$ cat config.mk
export PLATFORM = sky130hd
export DESIGN_NAME = dist_op_scheduler
export DESIGN_NICKNAME = d
export VERILOG_FILES = /design/src/rtl/dist_op_scheduler_pkg.sv /design/src/rtl/dist_hazard_compare.sv /design/src/rtl/dist_op_scheduler.sv
export SDC_FILE = /design/constraint.sdc
export NUM_CORES = 1
export LEC_CHECK = 0
export ABC_AREA = 1
export BUFFER_PORTS_ARGS = -buffer_cell sky130_fd_sc_hd__buf_2
export CORE_AREA = 2 2 52 54
export CTS_BUF_LIST = sky130_fd_sc_hd__clkbuf_8
export CTS_CLUSTER_DIAMETER = 60
export DETAILED_ROUTE_END_ITERATION = 6
export DIE_AREA = 0 0 54 56
export PLACE_DENSITY = 0.77
export SKIP_CTS_REPAIR_TIMING = 1
export SYNTH_ARGS = -nofsm -noshare
export SYNTH_HDL_FRONTEND = slang
export SYNTH_SLANG_ARGS = --single-unit
$ cat constraint.sdc
create_clock -name clk -period 1.3 [get_ports clk]
set_input_delay 0.13 -clock clk [delete_from_list [all_inputs] [get_ports clk]]
set_output_delay 0.13 -clock clk [all_outputs]
set_load 0.02 [all_outputs]
$ cat src/rtl/dist_op_scheduler_pkg.sv
// Shared definitions for the distribution-unit scheduler: state encoding,
// DRF write-select codes and register address width.
package dist_op_scheduler_pkg;

  localparam int REG_ADDR_W = 5;

  typedef enum logic [1:0] {
    IDLE  = 2'd0,
    BUSY  = 2'd1,
    DRAIN = 2'd2
  } duState_t;

  localparam logic DRF_SEL_WB = 1'b0;
  localparam logic DRF_SEL_DU = 1'b1;

endpackage

$ cat src/rtl/dist_hazard_compare.sv
// Combinational RAW/WAW comparators between the ID instruction and the
// single pending DU destination on the scoreboard.
module dist_hazard_compare
  import dist_op_scheduler_pkg::*;
(
  input  logic                  pendValid,
  input  logic [REG_ADDR_W-1:0] pendAddr,
  input  logic [REG_ADDR_W-1:0] sourceAddr1,
  input  logic [REG_ADDR_W-1:0] sourceAddr2,
  input  logic                  useSrc1,
  input  logic                  useSrc2,
  input  logic [REG_ADDR_W-1:0] destAddr,
  input  logic                  dRegWrite,
  output logic                  rawHazard,
  output logic                  wawHazard
);

  logic src1Hit;
  logic src2Hit;

  // Register 0 never sets pendValid, so reads of r0 can never match here.
  assign src1Hit   = useSrc1 & (sourceAddr1 == pendAddr);
  assign src2Hit   = useSrc2 & (sourceAddr2 == pendAddr);
  assign rawHazard = pendValid & (src1Hit | src2Hit);
  assign wawHazard = pendValid & dRegWrite & (destAddr == pendAddr);

endmodule

$ cat src/rtl/dist_op_scheduler.sv
// Sequencer for the multi-cycle distribution unit: latency counting,
// single-entry destination scoreboard, ID hazard stall and DRF write-port arbitration.
module dist_op_scheduler
  import dist_op_scheduler_pkg::*;
#(
  parameter int LAT_W = 4
) (
  input  logic                  clk,
  input  logic                  reset,
  input  logic                  ID_duIssue,
  input  logic [LAT_W-1:0]      ID_duLatency,
  input  logic [REG_ADDR_W-1:0] ID_destAddr,
  input  logic                  ID_DRegWrite,
  input  logic [REG_ADDR_W-1:0] ID_sourceAddr1,
  input  logic [REG_ADDR_W-1:0] ID_sourceAddr2,
  input  logic                  ID_useSrc1,
  input  logic                  ID_useSrc2,
  input  logic                  ID_flush,
  input  logic                  WB_DRegWrite,
  input  logic [REG_ADDR_W-1:0] WB_destAddr,
  output logic                  ID_stall,
  output logic                  DU_start,
  output logic                  DU_busy,
  output logic                  DRF_wrEn,
  output logic [REG_ADDR_W-1:0] DRF_wrAddr,
  output logic                  DRF_wrSel
);

  duState_t              state, stateNext;
  logic [LAT_W-1:0]      cnt, cntNext;
  logic                  pendValid, pendValidNext;
  logic [REG_ADDR_W-1:0] pendAddr, pendAddrNext;
  logic [LAT_W-1:0]      effLat;
  logic                  accept;
  logic                  rawHazard;
  logic                  wawHazard;

  dist_hazard_compare u_hazard (
    .pendValid   (pendValid),
    .pendAddr    (pendAddr),
    .sourceAddr1 (ID_sourceAddr1),
    .sourceAddr2 (ID_sourceAddr2),
    .useSrc1     (ID_useSrc1),
    .useSrc2     (ID_useSrc2),
    .destAddr    (ID_destAddr),
    .dRegWrite   (ID_DRegWrite),
    .rawHazard   (rawHazard),
    .wawHazard   (wawHazard)
  );

  // A requested latency of zero behaves exactly like a single-cycle op.
  assign effLat = (ID_duLatency == '0) ? LAT_W'(1) : ID_duLatency;
  assign accept = ID_duIssue & ~ID_flush & (state == IDLE);

  always_comb begin
    stateNext     = state;
    cntNext       = cnt;
    pendValidNext = pendValid;
    pendAddrNext  = pendAddr;
    case (state)
      IDLE: begin
        if (accept) begin
          pendValidNext = |ID_destAddr;
          pendAddrNext  = ID_destAddr;
          if (effLat == LAT_W'(1)) begin
            stateNext = DRAIN;
          end else begin
            stateNext = BUSY;
            cntNext   = effLat - LAT_W'(1);
          end
        end
      end
      BUSY: begin
        if (cnt == LAT_W'(1)) begin
          stateNext = DRAIN;
        end else begin
          cntNext = cnt - LAT_W'(1);
        end
      end
      DRAIN: begin
        // WB owns the port while it writes; the DU result waits its turn.
        if (!WB_DRegWrite) begin
          stateNext     = IDLE;
          pendValidNext = 1'b0;
        end
      end
      default: begin
        stateNext     = IDLE;
        pendValidNext = 1'b0;
      end
    endcase
  end

  always_comb begin
    ID_stall   = 1'b0;
    DU_start   = 1'b0;
    DU_busy    = 1'b0;
    DRF_wrEn   = 1'b0;
    DRF_wrAddr = '0;
    DRF_wrSel  = DRF_SEL_WB;
    if (!reset) begin
      DU_start = accept;
      DU_busy  = (state != IDLE);
      ID_stall = ~ID_flush & (rawHazard | wawHazard |
                              (ID_duIssue & (state != IDLE)) |
                              (state == DRAIN));
      if ((state == DRAIN) && !WB_DRegWrite) begin
        DRF_wrEn   = pendValid;
        DRF_wrAddr = pendAddr;
        DRF_wrSel  = DRF_SEL_DU;
      end else begin
        DRF_wrEn   = WB_DRegWrite;
        DRF_wrAddr = WB_destAddr;
        DRF_wrSel  = DRF_SEL_WB;
      end
    end
  end

  always_ff @(posedge clk) begin
    if (reset) begin
      state     <= IDLE;
      cnt       <= '0;
      pendValid <= 1'b0;
    end else begin
      state     <= stateNext;
      cnt       <= cntNext;
      pendValid <= pendValidNext;
    end
  end

  // Address is only meaningful while pendValid is set, so it needs no reset.
  always_ff @(posedge clk) begin
    pendAddr <= pendAddrNext;
  end

endmodule

==> results of run 1 <==
[synth_stat cells]
library cell / n / area [µm²]
a21oi_1: 8 / 40.0
a21oi_2: 3 / 26.3
a31oi_1: 1 / 6.26
buf_2: 1 / 5.00
clkbuf_1: 1 / 3.75
dfxtp_1: 7 / 140
edfxtp_1: 5 / 150
ha_1: 4 / 50.1
inv_1: 33 / 124
inv_2: 5 / 18.8
nand2_1: 44 / 165
nand2_2: 1 / 6.26
nand2_4: 4 / 45.0
nand3_1: 9 / 45.0
nand3_2: 1 / 10.0
nand3b_1: 1 / 7.51
nand4_1: 2 / 12.5
nor2_1: 19 / 71.3
nor3_1: 1 / 5.00
nor3_4: 1 / 16.3
nor4_1: 2 / 12.5
o21ai_0: 11 / 55.1
o21ai_2: 4 / 35.0
o31ai_1: 1 / 7.51
xnor2_1: 2 / 17.5
xor2_1: 3 / 26.3
[registers in the layout, indices dropped and copies added (netlist names)]
name / flops
pendAddr: 5
cnt: 4
state: 2
pendValid: 1
[per-stage QoR]
stage,util,std cells
after global placement,0.586,255
after global routing,0.645,263
final,0.645,263
after floorplan,-,174
after detailed placement,0.586,255
after CTS,0.605,259
[layout make-up]
class	count	area, µm²	share of cell area
inverter	38	145	0.0925
clock inverter	1	3.75	0.00239
sequential	12	293	0.187
clock buffer	3	41.3	0.0263
timing repair buffer	57	348	0.222
tap	30	37.5	0.0239
multi-input combinational	122	701	0.447
[cell families after synthesis]
kind of cell / share of synthesized area
buffers and inverters: 0.137
flip-flops: 0.263
AO/OA/AOI/OAI: 0.154
XOR/XNOR: 0.0397
adder cells (fa/ha/maj): 0.0454
AND/OR/NAND/NOR: 0.360
[critical path: stages (launching register included)]
cell and delay (ns):
edfxtp_1 0.47, inv_2 0.09, nand2_1 0.05, nand2_1 0.05, nor2_1 0.04, nand3_1 0.08, nand2_1 0.06, nand2_1 0.05
nand3_1 0.06, nand2_1 0.10, inv_2 0.04, buf_6 0.12
[report_power, final]
part	internal [µW]	leakage [µW]	switching [µW]	total, µW
Clock	207	0.0000269	126	333
Sequential	431	0.000105	30.6	461
Combinational	205	0.000735	272	477
Total	843	0.000867	428	1270
[layer usage]
layer,global-route usage,vias up,part of all wire
met4,0.0536,0,0.0052
li1,-,662,-
met5,0,-,0
met2,0.359,42,0.51
met3,0.0269,2,0.064
met1,0.190,537,0.42
[path summary, 6_finish.rpt]
path | from | to | slack, ns | depth (start not counted)
setup / recovery | pendAddr[1]$_DFFE_PP_ | ID_stall | -0.28 | 11
hold / removal | ID_destAddr[3] | pendAddr[3]$_DFFE_PP_ | 0.11 | 1
setup reg to reg | cnt[0]$_SDFFE_PP0P_ | cnt[1]$_SDFFE_PP0P_ | 0.07 | 5
hold reg to reg | cnt[2]$_SDFFE_PP0P_ | cnt[2]$_SDFFE_PP0P_ | 0.51 | 2
==> flow_metrics.env, run 1 <==
export IMPL_status="finished with violations"
export IMPL_violations="negative setup slack"
export IMPL_fillers=235
export IMPL_layout_common_cells="nand2_1, buf_2, inv_1"
export IMPL_place_area_um2=1430
export IMPL_worstPathMaxFanout=5
export IMPL_worstPathArrival_ns=1.45
export IMPL_start_util=0.453
export IMPL_wire_per_inst_um=10.2
export IMPL_yosys_register_bits=12
export IMPL_grt_pass1_vias=1083
export IMPL_p_leak_uw=0.000867
export IMPL_drive_above_1_share=0.386
export IMPL_dpl_hpwl_um=2190
export IMPL_finish_instance_area_um2=1570
export IMPL_crit_type="flop to primary output"
export IMPL_power_uw=1270
export IMPL_gp_congestion=0.810
export IMPL_relSlewSlack=0.765
export IMPL_num_io_pins=42
export IMPL_crit_path_start_kind="flop"
export IMPL_cts_buffers=3
export IMPL_viasPerCell=4.73
export IMPL_crit_required_ns=1.17
export IMPL_dieHeight_um=56
export IMPL_min_period_ns=1.58
export IMPL_max_freq_mhz=635
export IMPL_clkSlewWorstSetupHoldPaths_ns=0.05
export IMPL_syn_instance_count=174
export IMPL_drt_pass1_iterations=4
export IMPL_fin_skew_ns=0.000778
export IMPL_power_density_nw_per_um2=810
export IMPL_ir_drop_uv=734
export IMPL_root_buffer="clkbuf_8"
export IMPL_setup_violations=6
export IMPL_clockBufferDepth=2
export IMPL_fp_coreArea_um2=2430
export IMPL_track_usage=0.184
export IMPL_worst_hold_path_type="primary input to flop"
export IMPL_post_place_ws_ns=-0.0721
export IMPL_whs_ns=0.111
export IMPL_grt_pass1_wl_um=4190
export IMPL_endpoint_kind="primary output"
export IMPL_rsz0062_at_grt="yes"
export IMPL_postRouteWirelength_um=2690
export IMPL_area_delta_synth_final_pct=42.3
export IMPL_synth_area_um2=1100
export IMPL_hold_violations=0
export IMPL_finalMaxSlewViolations=0
export IMPL_cts_tree="yes"
export IMPL_drc=0
export IMPL_drt_iter0_drc=23
export IMPL_vias=1243
export IMPL_postRouteAntennaNets=0
export IMPL_htree_levels=1
export IMPL_core_rowCount=18
export IMPL_synth_distinct_cells=26
export IMPL_syn_nets=210
export IMPL_insertion_delay_ns=0.23
export IMPL_dieArea_um2=3020
export IMPL_maxCapViolations=0
export IMPL_tightestPinTransition_ns=0.349
export IMPL_final_common_cell="nand2_1"
export IMPL_die_w_um=54
export IMPL_grt_max_degree=10
export IMPL_clock_sinks=12
export IMPL_yosysSeqAreaShare=0.263
export IMPL_antenna_found_initial=0
export IMPL_synth_warnings=0
export IMPL_n_antenna_cell=0
export IMPL_fin_nets=270
export IMPL_port_buffers=41
export IMPL_overflow=0
export IMPL_fin_setup_tns_ns=-0.658
export IMPL_period_share=1.21
export IMPL_synth_avg_cell_area_um2=6.34
export IMPL_setup_ws_ns=-0.276
Note: power is estimated with default switching activity, not from simulation.
==> run 2, diff against run 1 <==
--- a/config.mk
+++ b/config.mk
@@ -7,12 +7,12 @@
 export LEC_CHECK = 0
 export ABC_AREA = 1
 export BUFFER_PORTS_ARGS = -buffer_cell sky130_fd_sc_hd__buf_2
-export CORE_AREA = 2 2 52 54
-export CTS_BUF_LIST = sky130_fd_sc_hd__clkbuf_8
+export CORE_AREA = 2 2 54 56
+export CTS_BUF_LIST = sky130_fd_sc_hd__clkbuf_16
 export CTS_CLUSTER_DIAMETER = 60
 export DETAILED_ROUTE_END_ITERATION = 6
-export DIE_AREA = 0 0 54 56
-export PLACE_DENSITY = 0.77
+export DIE_AREA = 0 0 56 58
+export PLACE_DENSITY = 0.72
 export SKIP_CTS_REPAIR_TIMING = 1
 export SYNTH_ARGS = -nofsm -noshare
 export SYNTH_HDL_FRONTEND = slang
==> flow_metrics.env, run 2 (synthesis results as in run 1) <==
export IMPL_rrSetupSlack_ns=0.12
export IMPL_overflow=0
export IMPL_top_regs="pendAddr x5, cnt x4, state x2"
export IMPL_final_common_cell="nand2_1"
export IMPL_worstPathArrival_ns=1.44
export IMPL_cts_tree="yes"
export IMPL_setup_ws_ns=-0.271
export IMPL_wire_per_inst_um=10.3
export IMPL_drive_above_1_share=0.387
export IMPL_start_util=0.414
export IMPL_grt_pass1_vias=1063
export IMPL_whs_ns=0.108
export IMPL_power_uw=1480
export IMPL_critPathSlowestCell="edfxtp_1"
export IMPL_crit_required_ns=1.17
export IMPL_htree_levels=1
export IMPL_largest_reg_flops=5
export IMPL_drt_iter0_drc=33
export IMPL_worstPathMaxFanout=5
export IMPL_fin_nets=267
export IMPL_path_delay_family="flip-flops"
export IMPL_power_density_nw_per_um2=931
export IMPL_largest_register="pendAddr"
export IMPL_worstReg2RegStart="state[0]$_SDFFE_PP0P_"
export IMPL_fin_cells=261
export IMPL_vias=1216
export IMPL_fin_skew_ns=0.00208
export IMPL_cp_buffers_inverters=3
export IMPL_status="finished with violations"
export IMPL_grt_pass1_wl_um=4240
export IMPL_crit_path_start_kind="flop"
export IMPL_min_period_ns=1.57
export IMPL_setup_violations=5
export IMPL_finalMaxSlewViolations=0
export IMPL_n_antenna_cell=0
export IMPL_track_usage=0.163
export IMPL_dpl_hpwl_um=2080
export IMPL_postRouteAntennaNets=0
export IMPL_violations="negative setup slack"
export IMPL_ir_drop_uv=900
export IMPL_hold_violations=0
export IMPL_p_leak_uw=0.000880
export IMPL_gp_congestion=0.868
export IMPL_dieHeight_um=58
export IMPL_cts_buffers=3
export IMPL_layout_common_cells="nand2_1, buf_2, inv_1"
export IMPL_endpoint_kind="primary output"
export IMPL_fp_coreArea_um2=2660
export IMPL_period_share=1.21
export IMPL_viasPerCell=4.66
export IMPL_grt_max_degree=12
export IMPL_dieArea_um2=3250
export IMPL_rsz0062_at_grt="yes"
export IMPL_clock_sinks=12
export IMPL_crit_type="flop to primary output"
export IMPL_num_io_pins=42
export IMPL_fillers=290
export IMPL_fin_setup_tns_ns=-0.463
export IMPL_crit_path_start="pendAddr[4]$_DFFE_PP_"
export IMPL_tightestPinTransition_ns=0.286
export IMPL_drt_pass1_iterations=4
export IMPL_insertion_delay_ns=0.24
export IMPL_cpPeakStageDelay_ns=0.46
export IMPL_clockBufferDepth=2
export IMPL_hp_start="ID_destAddr[0]"
export IMPL_antenna_found_initial=0
export IMPL_max_freq_mhz=637
export IMPL_path_cells="buf_4 -> xnor2_2 -> nand4_1 -> nand3_2 -> nand2_2 -> inv_2 -> buf_6"
export IMPL_core_rowCount=19
export IMPL_clkSlewWorstSetupHoldPaths_ns=0.04
export IMPL_relSlewSlack=0.808
export IMPL_port_buffers=41
export IMPL_drc=0
export IMPL_postRouteWirelength_um=2680
export IMPL_area_delta_synth_final_pct=44.2
export IMPL_worst_hold_path_type="primary input to flop"
export IMPL_dp_cells=253
export IMPL_maxCapViolations=0
export IMPL_root_buffer="clkbuf_16"
export IMPL_die_w_um=56
## run 2: changes by cell type in the layout (fill, tap and decap cells not counted), sizes merged
| cell | before | now |
|---|---|---|
| buf | 57 | 54 |
## run 2: cell type report
cell class	instances	area, µm²	share of cell area
clock buffer	3	75.1	0.0472
inverter	38	145	0.0913
tap	31	38.8	0.0244
multi-input combinational	122	711	0.447
clock inverter	1	3.75	0.00236
sequential	12	293	0.184
timing repair buffer	54	323	0.203
## run 2: where the power goes
group / internal [µW] / switching, µW / total (µW)
clock: 403 / 149 / 553
sequential: 432 / 32.9 / 465
combinational: 200 / 262 / 463
total: 1040 / 444 / 1480
## run 2: path summary, 6_finish.rpt
| kind | to | cells past startpoint |
|---|---|---|
| worst max register to register | cnt[1]$_SDFFE_PP0P_ | 8 |
| worst min-delay path | pendAddr[0]$_DFFE_PP_ | 1 |
| worst min register to register | cnt[2]$_SDFFE_PP0P_ | 2 |
| worst max-delay path | ID_stall | 7 |
## run 2: layer usage
| metal | vias to the layer above | wire (µm) | track usage |
|---|---|---|---|
| met5 | - | 0 | 0 |
| met4 | 0 | 34 | 0.0646 |
| met3 | 4 | 143 | 0.0357 |
| met2 | 26 | 1390 | 0.304 |
| met1 | 532 | 1110 | 0.179 |
| li1 | 654 | - | - |
## run 2: worst reg2reg max path: stages (launching register included)
cell and delay, ns:
dfxtp_2 0.34, buf_4 0.12, nand2_4 0.08, inv_2 0.13, nand2_4 0.07, nand2_4 0.10, inv_2 0.07, o21ai_2 0.12
a21oi_2 0.04
## run 2: through the flow
step / worst slack (ns) / cell area [µm²] / util
finish: -0.271 / 1590 / 0.597
global route: -0.386 / 1590 / 0.597
detailed placement: -0.0799 / 1410 / 0.528
floorplan: 0.0483 / 1100 / -
CTS: -0.314 / 1480 / 0.557
global placement: -0.0615 / 1410 / 0.528
==> run 3, diff against run 2 <==
--- a/config.mk
+++ b/config.mk
@@ -13,6 +13,7 @@
 export DETAILED_ROUTE_END_ITERATION = 6
 export DIE_AREA = 0 0 56 58
 export PLACE_DENSITY = 0.72
+export SETUP_SLACK_MARGIN = 0.15
 export SKIP_CTS_REPAIR_TIMING = 1
 export SYNTH_ARGS = -nofsm -noshare
 export SYNTH_HDL_FRONTEND = slang
==> constraint.sdc (replaced) <==
create_clock -name clk -period 1.4 [get_ports clk]
set_input_delay 0.14 -clock clk [delete_from_list [all_inputs] [get_ports clk]]
set_output_delay 0.14 -clock clk [all_outputs]
set_load 0.02 [all_outputs]
==> flow_metrics.env, run 3 (synthesis results as in run 1) <==
export IMPL_drt_iter0_drc=34
export IMPL_clockBufferDepth=2
export IMPL_dpl_hpwl_um=2070
export IMPL_dieArea_um2=3250
export IMPL_root_buffer="clkbuf_16"
export IMPL_violations="negative setup slack"
export IMPL_antenna_found_initial=0
export IMPL_crit_required_ns=1.26
export IMPL_crit_type="flop to primary output"
export IMPL_max_freq_mhz=620
export IMPL_worst_r2r_cell_count=8
export IMPL_period_share=1.15
export IMPL_core_rowCount=19
export IMPL_grt_max_degree=12
export IMPL_worstPathMaxFanout=5
export IMPL_area_delta_synth_final_pct=42.1
export IMPL_drive_above_1_share=0.381
export IMPL_cp_endpoint="ID_stall"
export IMPL_multi_input_area_um2=717
export IMPL_num_io_pins=42
export IMPL_drc=0
export IMPL_rr_endpoint="cnt[1]$_SDFFE_PP0P_"
export IMPL_rsz0062_at_grt="yes"
export IMPL_setup_ws_ns=-0.214
export IMPL_top_regs="pendAddr x5, cnt x4, state x2"
export IMPL_crit_path_start_kind="flop"
export IMPL_cts_buffers=3
export IMPL_min_period_ns=1.61
export IMPL_n_antenna_cell=0
export IMPL_crit_path_start="pendAddr[3]$_DFFE_PP_"
export IMPL_worstReg2RegStart="state[1]$_SDFFE_PP0P_"
export IMPL_worstPathArrival_ns=1.47
export IMPL_layout_common_cells="nand2_1, buf_2, inv_1"
export IMPL_power_density_nw_per_um2=875
export IMPL_grt_pass1_vias=1108
export IMPL_htree_levels=1
export IMPL_status="finished with violations"
export IMPL_cts_tree="yes"
export IMPL_grt_pass1_wl_um=4570
export IMPL_hold_violations=0
export IMPL_postRouteWirelength_um=2710
export IMPL_relSlewSlack=0.763
export IMPL_setup_violations=1
export IMPL_vias=1196
export IMPL_ir_drop_uv=878
export IMPL_track_usage=0.173
export IMPL_worst_hold_path_type="primary input to flop"
export IMPL_die_w_um=56
export IMPL_insertion_delay_ns=0.24
export IMPL_clkSlewWorstSetupHoldPaths_ns=0.04
export IMPL_fin_nets=260
export IMPL_viasPerCell=4.71
export IMPL_tightestPinTransition_ns=0.354
export IMPL_gp_congestion=0.816
export IMPL_postRouteAntennaNets=0
export IMPL_fp_coreArea_um2=2660
export IMPL_power_uw=1370
export IMPL_clock_sinks=12
export IMPL_start_util=0.414
export IMPL_fin_skew_ns=0.000941
export IMPL_final_common_cell="nand2_1"
export IMPL_fillers=266
export IMPL_post_route_util=0.588
export IMPL_largest_register="pendAddr"
export IMPL_overflow=0
export IMPL_drt_pass1_iterations=4
export IMPL_port_buffers=41
export IMPL_wire_per_inst_um=10.7
export IMPL_maxCapViolations=0
export IMPL_finalMaxSlewViolations=0
export IMPL_dieHeight_um=58
export IMPL_regArea_um2=299
export IMPL_rrSetupSlack_ns=0.22
export IMPL_endpoint_kind="primary output"
export IMPL_p_leak_uw=0.000842
export IMPL_largest_reg_flops=5
run 3: area by class of cell:
| class | count | share of cell area |
|---|---|---|
| multi-input combinational | 122 | 0.458 |
| sequential | 12 | 0.191 |
| timing repair buffer | 47 | 0.181 |
| inverter | 38 | 0.0958 |
| clock buffer | 3 | 0.0479 |
| tap | 31 | 0.0248 |
| clock inverter | 1 | 0.00240 |
run 3: worst min path at each step:
stage                              start                     to  slack (ns)  depth (start not counted)
after global placement    ID_destAddr[3]  pendAddr[3]$_DFFE_PP_        0.36                          1
final                     ID_destAddr[3]  pendAddr[3]$_DFFE_PP_        0.12                          1
after floorplan           ID_destAddr[0]  pendAddr[0]$_DFFE_PP_        0.24                          0
after CTS                 ID_destAddr[3]  pendAddr[3]$_DFFE_PP_        0.12                          1
after detailed placement  ID_destAddr[3]  pendAddr[3]$_DFFE_PP_        0.36                          1
after global routing      ID_destAddr[3]  pendAddr[3]$_DFFE_PP_        0.13                          1
run 3: worst max-delay path: stages (launching register included):
cell      delay, ns
edfxtp_1       0.47
inv_2          0.11
nor2_1         0.04
nor3_1         0.18
nand4_1        0.11
nand3_1        0.10
nand2_1        0.05
inv_1          0.06
buf_6          0.11
run 3: stage by stage:
stage | area [µm²] | setup TNS, ns | hold slack (ns) | worst slack [ns] | std cells
finish | 1570 | -0.214 | 0.123 | -0.214 | 254
floorplan | 1110 | 0 | 0.239 | 0.142 | 174
CTS | 1450 | -0.615 | 0.121 | -0.259 | 252
global placement | 1370 | -0.0210 | 0.364 | -0.0210 | 248
global route | 1570 | -0.482 | 0.132 | -0.344 | 254
detailed placement | 1370 | -0.0258 | 0.364 | -0.0156 | 248
run 3: per-layer routing:
layer	track usage	up-vias	part of all wire	wire [µm]
met5	0	-	0	0
met4	0.0578	0	0.0059	16
met3	0.0290	2	0.054	146
met2	0.316	31	0.52	1400
met1	0.207	524	0.42	1150
li1	-	639	-	-
run 3: where the power goes:
group	switching, µW	total (µW)	leakage, µW	internal, µW
sequential	35.7	436	0.000106	401
combinational	246	423	0.000693	177
clock	136	511	0.0000423	374
